$ cat config.mk
export PLATFORM = sky130hd
export DESIGN_NAME = imem_fetch_arbiter
export DESIGN_NICKNAME = d
export VERILOG_FILES = /design/src/rtl/imem_fetch_arbiter.sv
export SDC_FILE = /design/constraint.sdc
export NUM_CORES = 1
export LEC_CHECK = 0
export ABC_AREA = 1
export CORE_MARGIN = 4
export CORE_UTILIZATION = 45
export DETAILED_ROUTE_END_ITERATION = 16
export GPL_TIMING_DRIVEN = 0
export PLACE_DENSITY = 0.85
export SLEW_MARGIN = 20
export SYNTH_ARGS = -nofsm -noshare
export SYNTH_HDL_FRONTEND = slang
export SYNTH_SLANG_ARGS = --single-unit
$ cat constraint.sdc
create_clock -name clk -period 2.24 [get_ports clk]
set_clock_uncertainty 0.15 [all_clocks]
set_input_delay 0.448 -clock clk [delete_from_list [all_inputs] [get_ports clk]]
set_output_delay 0.448 -clock clk [all_outputs]
set_load 0.01 [all_outputs]
$ cat src/rtl/imem_fetch_arbiter.sv
// Instruction-memory port arbiter: shares one byte-wide synchronous memory
// port between the CPU fetch unit (4-byte big-endian word reads) and the
// program loader (single-byte writes), with round-robin tie breaking.
module imem_fetch_arbiter #(
  parameter int ADDR_W = 10
) (
  input  logic              clk,
  input  logic              rst,
  input  logic              fetch_req,
  input  logic [31:0]       fetch_addr,
  output logic              fetch_ready,
  output logic              fetch_valid,
  output logic [31:0]       fetch_data,
  input  logic              load_req,
  input  logic [31:0]       load_addr,
  input  logic [7:0]        load_data,
  output logic              load_ready,
  output logic [ADDR_W-1:0] mem_addr,
  output logic              mem_we,
  output logic [7:0]        mem_wdata,
  input  logic [7:0]        mem_rdata
);

  typedef enum logic [2:0] {
    S_IDLE    = 3'd0,
    S_READ    = 3'd1,
    S_CAPTURE = 3'd2,
    S_DONE    = 3'd3,
    S_WRITE   = 3'd4
  } state_e;

  typedef enum logic {
    GRANT_LOAD  = 1'b0,
    GRANT_FETCH = 1'b1
  } grant_e;

  state_e            state_q, state_d;
  grant_e            last_grant_q, last_grant_d;
  logic [1:0]        k_q, k_d;
  logic [23:0]       shift_q, shift_d;
  logic [31:0]       fetch_data_q, fetch_data_d;
  logic              fetch_valid_q, fetch_valid_d;
  logic [ADDR_W-1:0] mem_addr_q, mem_addr_d;
  logic              mem_we_q, mem_we_d;
  logic [7:0]        mem_wdata_q, mem_wdata_d;

  // Upper address bits are deliberately ignored (addresses wrap).
  logic unused_addr_bits_s;
  assign unused_addr_bits_s = ^{fetch_addr[31:ADDR_W], load_addr[31:ADDR_W]};

  // Accept strobes: only in IDLE, never both, tie goes to the side not granted last.
  always_comb begin
    fetch_ready = 1'b0;
    load_ready  = 1'b0;
    if (!rst && (state_q == S_IDLE)) begin
      if (fetch_req && (!load_req || (last_grant_q == GRANT_LOAD))) begin
        fetch_ready = 1'b1;
      end else if (load_req) begin
        load_ready = 1'b1;
      end else begin
        fetch_ready = 1'b0;
        load_ready  = 1'b0;
      end
    end else begin
      fetch_ready = 1'b0;
      load_ready  = 1'b0;
    end
  end

  // Next-state and next-output computation for the sequencer.
  always_comb begin
    state_d       = state_q;
    last_grant_d  = last_grant_q;
    k_d           = k_q;
    shift_d       = shift_q;
    fetch_data_d  = fetch_data_q;
    fetch_valid_d = 1'b0;
    mem_addr_d    = {ADDR_W{1'b0}};
    mem_we_d      = 1'b0;
    mem_wdata_d   = mem_wdata_q;
    case (state_q)
      S_IDLE: begin
        if (fetch_ready) begin
          state_d      = S_READ;
          k_d          = 2'd0;
          mem_addr_d   = fetch_addr[ADDR_W-1:0];
          last_grant_d = GRANT_FETCH;
        end else if (load_ready) begin
          state_d      = S_WRITE;
          mem_addr_d   = load_addr[ADDR_W-1:0];
          mem_we_d     = 1'b1;
          mem_wdata_d  = load_data;
          last_grant_d = GRANT_LOAD;
        end else begin
          state_d = S_IDLE;
        end
      end
      S_READ: begin
        // Read data lags the address by one cycle, so byte k-1 arrives now.
        if (k_q != 2'd0) begin
          shift_d = {shift_q[15:0], mem_rdata};
        end else begin
          shift_d = shift_q;
        end
        if (k_q == 2'd3) begin
          state_d = S_CAPTURE;
          k_d     = 2'd0;
        end else begin
          k_d        = k_q + 2'd1;
          mem_addr_d = mem_addr_q + ADDR_W'(1'b1);
        end
      end
      S_CAPTURE: begin
        fetch_data_d  = {shift_q, mem_rdata};
        fetch_valid_d = 1'b1;
        state_d       = S_DONE;
      end
      S_DONE: begin
        state_d = S_IDLE;
      end
      S_WRITE: begin
        state_d = S_IDLE;
      end
      default: begin
        state_d = S_IDLE;
      end
    endcase
  end

  // State and registered outputs; reset aborts any sequence in flight.
  always_ff @(posedge clk) begin
    if (rst) begin
      state_q       <= S_IDLE;
      last_grant_q  <= GRANT_LOAD;
      k_q           <= 2'd0;
      shift_q       <= 24'd0;
      fetch_data_q  <= 32'd0;
      fetch_valid_q <= 1'b0;
      mem_addr_q    <= {ADDR_W{1'b0}};
      mem_we_q      <= 1'b0;
      mem_wdata_q   <= 8'd0;
    end else begin
      state_q       <= state_d;
      last_grant_q  <= last_grant_d;
      k_q           <= k_d;
      shift_q       <= shift_d;
      fetch_data_q  <= fetch_data_d;
      fetch_valid_q <= fetch_valid_d;
      mem_addr_q    <= mem_addr_d;
      mem_we_q      <= mem_we_d;
      mem_wdata_q   <= mem_wdata_d;
    end
  end

  assign fetch_valid = fetch_valid_q;
  assign fetch_data  = fetch_data_q;
  assign mem_addr    = mem_addr_q;
  assign mem_we      = mem_we_q;
  assign mem_wdata   = mem_wdata_q;

endmodule
Word-level counts from Yosys, hierarchy flattened
Cells that the tools add are included.
{"block": "word_totals", "register_bits": 82, "inputBits": 84, "out_inout_bits": 54, "wordCells": 53}
{"block": "classes", "addsub": 2, "n_eq_ne": 5, "mux": 20, "bitwise_logic": 3, "reduce_logical": 14}
{"operator": "2-to-1 mux 10 bit", "count": 3}
{"operator": "case mux 10 bit (2 select lines)", "count": 1}
{"operator": "adder 10 x 1 -> 10 bit, second input constant", "count": 1}
{"operator": "2-to-1 mux 1 bit", "count": 9}
{"operator": "2-to-1 mux 3 bit", "count": 3}
{"operator": "case mux 3 bit (3 select lines)", "count": 1}
{"operator": "AND reduction 2 bit", "count": 3}
{"operator": "nonzero test 2 bit", "count": 3}
{"operator": "2-to-1 mux 2 bit", "count": 2}
{"operator": "inequality test 2 bit, second input constant", "count": 2}
{"operator": "case mux 2 bit (2 select lines)", "count": 1}
{"operator": "equality test 3 x 1 -> 1 bit, second input constant", "count": 1}
{"operator": "equality test 3 x 2 -> 1 bit, second input constant", "count": 1}
{"operator": "logical NOT 3 bit", "count": 1}
{"operator": "NOT 1 bit", "count": 3}
{"operator": "AND reduction 3 bit", "count": 1}
{"operator": "OR reduction 3 bit", "count": 1}
{"operator": "adder 2 x 1 -> 2 bit, second input constant", "count": 1}
{"operator": "equality test 2 bit, second input constant", "count": 1}
{"operator": "logical AND 1 bit", "count": 2}
{"operator": "logical NOT 1 bit", "count": 2}
{"operator": "logical OR 1 bit", "count": 1}

Logic depth before layout (Yosys ltp)
{"block": "depth", "ltp_word": 8, "depth_mapped": 9, "depth_no_buf": 9}

Worst setup path after synthesis
No wires, ideal clock.
{"block": "synth_timing", "path_kind": "input-to-output", "startpoint": "in rst", "endpoint": "out load_ready", "arrival_time_ps": 1039, "t_required_ps": 1642, "setup_slack_ps": 603, "stages": 5, "path_buffers": 0, "cell_sequence": "inv_1 > nand3_2 > inv_2 > nand2_4 > clkinv_2"}
{"block": "synth_via", "elab_chain_len": 3}
{"item": "from (decl)", "line": "8", "text": "input logic rst,"}
{"item": "logical NOT 1 bit", "line": "55", "text": "if (!rst && (state_q == S_IDLE)) begin"}
{"item": "logical AND 1 bit", "line": "55"}
{"item": "2-to-1 mux 1 bit", "line": "55"}
{"item": "to (decl)", "line": "17", "text": "output logic load_ready,"}
No other way between the ends.

Worst setup path after layout
{"block": "layout_timing", "startpoint": "in load_req", "endpoint": "out load_ready"}
{"block": "layout_via", "elab_chain_len": 5, "elab_cells_between_ends": 6, "classes_between": "mux: 3; reduce/logical: 3"}
{"item": "from (decl)", "line": "14", "text": "input logic load_req,"}
{"item": "logical NOT 1 bit", "line": "56", "text": "if (fetch_req && (!load_req || (last_grant_q == GRANT_LOAD))) begin"}
{"item": "logical OR 1 bit", "line": "56"}
{"item": "logical AND 1 bit", "line": "56"}
{"item": "2-to-1 mux 1 bit (*)", "line": "56"}
{"item": "2-to-1 mux 1 bit (*)", "line": "55"}
Every way passes the cells marked *; elsewhere a longest branch is shown, timed or not.

==> flow_summary.yaml <==
outcome:
  status: "finished clean"
power_and_ir_drop:
  internal-power_mw: 2.555
  seqPwrFrac_pct: 46.7
  p_leak_nw: 1.768
  p_sw_mw: 1.061
  clkPwrFrac_pct: 31.3
  sw_frac_of_total_pct: 29.34
  pwr-share-comb_pct: 22.0
  ir_drop_mv: 0.3959
  powerDensity_nw_per_um2: 803.2
clock_tree:
  clkLatencyLatePin_ps: 360
  path_clk_slew_ps: 90
  cts.path.max_buffers: 2
  cts_max_level: 3
  cts_sinks: 82
  cts_tree: "done"
  cts_buffers: 9
  root_buffer: "clkbuf_8"
synth:
  ys_ff_latch: 82
  synth_nets: 499
  synthFlopType: "dfxtp_1"
  avgSynthCellArea_sq_um: 7.750
  async_reset_ff_share_pct: 0
  syn-instance-count: 412
  ys_warn_count: 0
  yosysUniqueCellTypes: 27
  syn_area_sq_um: 3193
  seq_area_frac_synth_pct: 51.41
  synth_edf_count: 0
routing:
  finalWirelength_um: 8565
  vias: 3090
  wl_per_cell_um: 13.79
  drtIter0Drc: 139
  drt_first_pass_iters: 4
  via_per_inst: 4.976
  ant_nets: 0
  drc: 0
timing:
  fmax_ghz: 0.4793
  fin_crit_ps: 2087
  timing.final.ws_setup_ps: 153.4
  hold_violations: 0
  holdWs_ps: 308.0
  slew_viol_final: 0
  fin_setup_tns_ps: 0
  worst_pin_slew_ps: 476.7
  slew_headroom_pct: 68.22
  setup_violations: 0
  grt_setup_unrepaired: "no"
  finalCritPeriodShare_pct: 93.15
floorplan:
  rows: 30
  die_height_um: 92.24
  start_util_pct: 46.74
  die_area_sq_um: 8507
  coreArea_sq_um: 6832
  die_w_um: 92.24
  io_pins: 138
place:
  place_area_sq_um: 4244
  portBuffers: 93
  gp_congestion: 0.8551
  dp_hpwl_um: 6305
  place_ws_ps: -643.7
critical_path:
  start_kind: "input port"
  path_class: "input port to primary output"
  arrival_ps: 1490
  worstPathRequired_ps: 1640
  critPathMaxFanout: 10
  endpoint_kind: "primary output"
global_route:
  grt_pass1_wl_um: 14190
  grt_pass1_vias: 3069
  grt_overflow: 0
  grt_usage_pct: 20.79
  grt_max_degree: 16
  antenna_found_initial: 0
layout:
  fin_area_sq_um: 4501
  area_growth_pct: 40.95
  drive_above_1_share_pct: 8.571
  register_area_sq_um: 1642
  post-route-util_pct: 65.88
  multi_input_area_sq_um: 1239
  final_nets: 607
  fillers: 593
  diodes: 0
worst_hold_path:
  min_path_type: "flip-flop to flip-flop"
run:
  drv_cap: 0
Yosys cell counts (2+ instances only):
master / instances / share of area, %
inv_1: 49 / 5.8
buf_6: 3 / 1.1
buf_2: 5 / 0.78
a21oi_1: 54 / 8.5
nor2_4: 2 / 0.71
nand3_1: 14 / 2.2
buf_8: 2 / 0.94
ha_1: 3 / 1.2
nor2_1: 62 / 7.3
clkbuf_1: 11 / 1.3
o21ai_0: 69 / 11
dfxtp_1: 82 / 51
nand2_1: 42 / 4.9
worst max-delay path: stages:
cell	delay, ps
clkdlybuf4s50_1	480
inv_1	70
a21oi_4	140
nand2_4	100
clkinv_4	100
clkbuf_2	140
state kept, by name, summed over array words and instances (netlist names):
register      count
k_q               2
shift_q          24
state_q           3
mem_wdata         8
mem_addr         10
last_grant_q      1
fetch_valid       1
mem_we            1
fetch_data       32
power groups by stage:
stage	Sequential, mW	Combinational [mW]	Clock [mW]
3_3_place_gp	1.71	0.753	0
5_1_grt	1.70	0.879	1.19
4_1_cts	1.69	0.800	1.14
3_5_place_dp	1.72	0.772	0
2_1_floorplan	1.75	0.337	0
6_report	1.69	0.796	1.13
path summary, 6_finish.rpt:
check	startpoint	endpoint	slack (ps)	depth (start not counted)
max	load_req	load_ready	150	6
min	shift_q[19]	shift_q[19]	310	2
max reg2reg	mem_addr[0]	mem_addr[6]	450	8
min reg2reg	shift_q[19]	shift_q[19]	310	2
cell families after synthesis:
group | share of synthesized area (%)
flip-flops | 51.41
adder cells (fa/ha/maj) | 1.176
buffers and inverters | 10.34
AO/OA/AOI/OAI | 20.26
AND/OR/NAND/NOR | 16.81
layout make-up:
type | instances | share of cell area, %
timing repair buffer | 97 | 21.10
buffer | 22 | 3.058
tap | 96 | 2.669
multi-input combinational | 257 | 27.52
sequential | 82 | 36.47
clock inverter | 6 | 1.640
inverter | 51 | 4.476
clock buffer | 10 | 3.058
per-stage QoR:
stage / power [mW] / std cells
after floorplan: 2.092 / 412
after global placement: 2.466 / 601
after detailed placement: 2.489 / 601
after CTS: 3.626 / 621
after global routing: 3.772 / 621
final: 3.615 / 621
metal layers:
metal  vias to the layer above  GRT usage, %  wire [um]
li1                       1544             -          -
met1                      1445         25.79       3687
met2                        94         35.28       4213
met3                         7         5.824        605
met4                         0         5.817         59
met5                         -             0          0
what timing repair did:
item | CTS | global route
gates resized for setup | 10 | 4
endpoints found under the setup margin | 2 | 2
pin swaps | 1 | 0
setup buffers | 4 | 0
hold buffers | 0 | 0
layout by cell type (no fill, tap or decap):
| cell type | instances |
|---|---|
| clkbuf_1 | 11 |
| nand3_4 | 1 |
| clkdlybuf4s50_1 | 90 |
| nor2_4 | 2 |
| o211ai_1 | 1 |
| a211oi_1 | 1 |
| o21bai_1 | 1 |
| clkbuf_2 | 2 |
| nand2_4 | 1 |
| nor2_1 | 61 |
| buf_4 | 5 |
| o21ai_0 | 69 |
| clkinvlp_4 | 2 |
| nor3_1 | 1 |
| nand2_1 | 42 |
| inv_4 | 2 |
| clkinv_4 | 2 |
| clkbuf_8 | 10 |
| dlygate4sd2_1 | 1 |
| nor2_2 | 2 |
| a21oi_4 | 1 |
| inv_1 | 48 |
| nand4_1 | 1 |
| inv_8 | 1 |
| or2_4 | 1 |
| dfxtp_1 | 82 |
| bufinv_16 | 1 |
| nand2_2 | 1 |
| buf_8 | 2 |
| inv_6 | 1 |
| buf_2 | 5 |
| a21oi_1 | 54 |
| buf_6 | 3 |
| nand3_1 | 14 |
| ha_1 | 3 |
(Power assumes the default switching activity.)
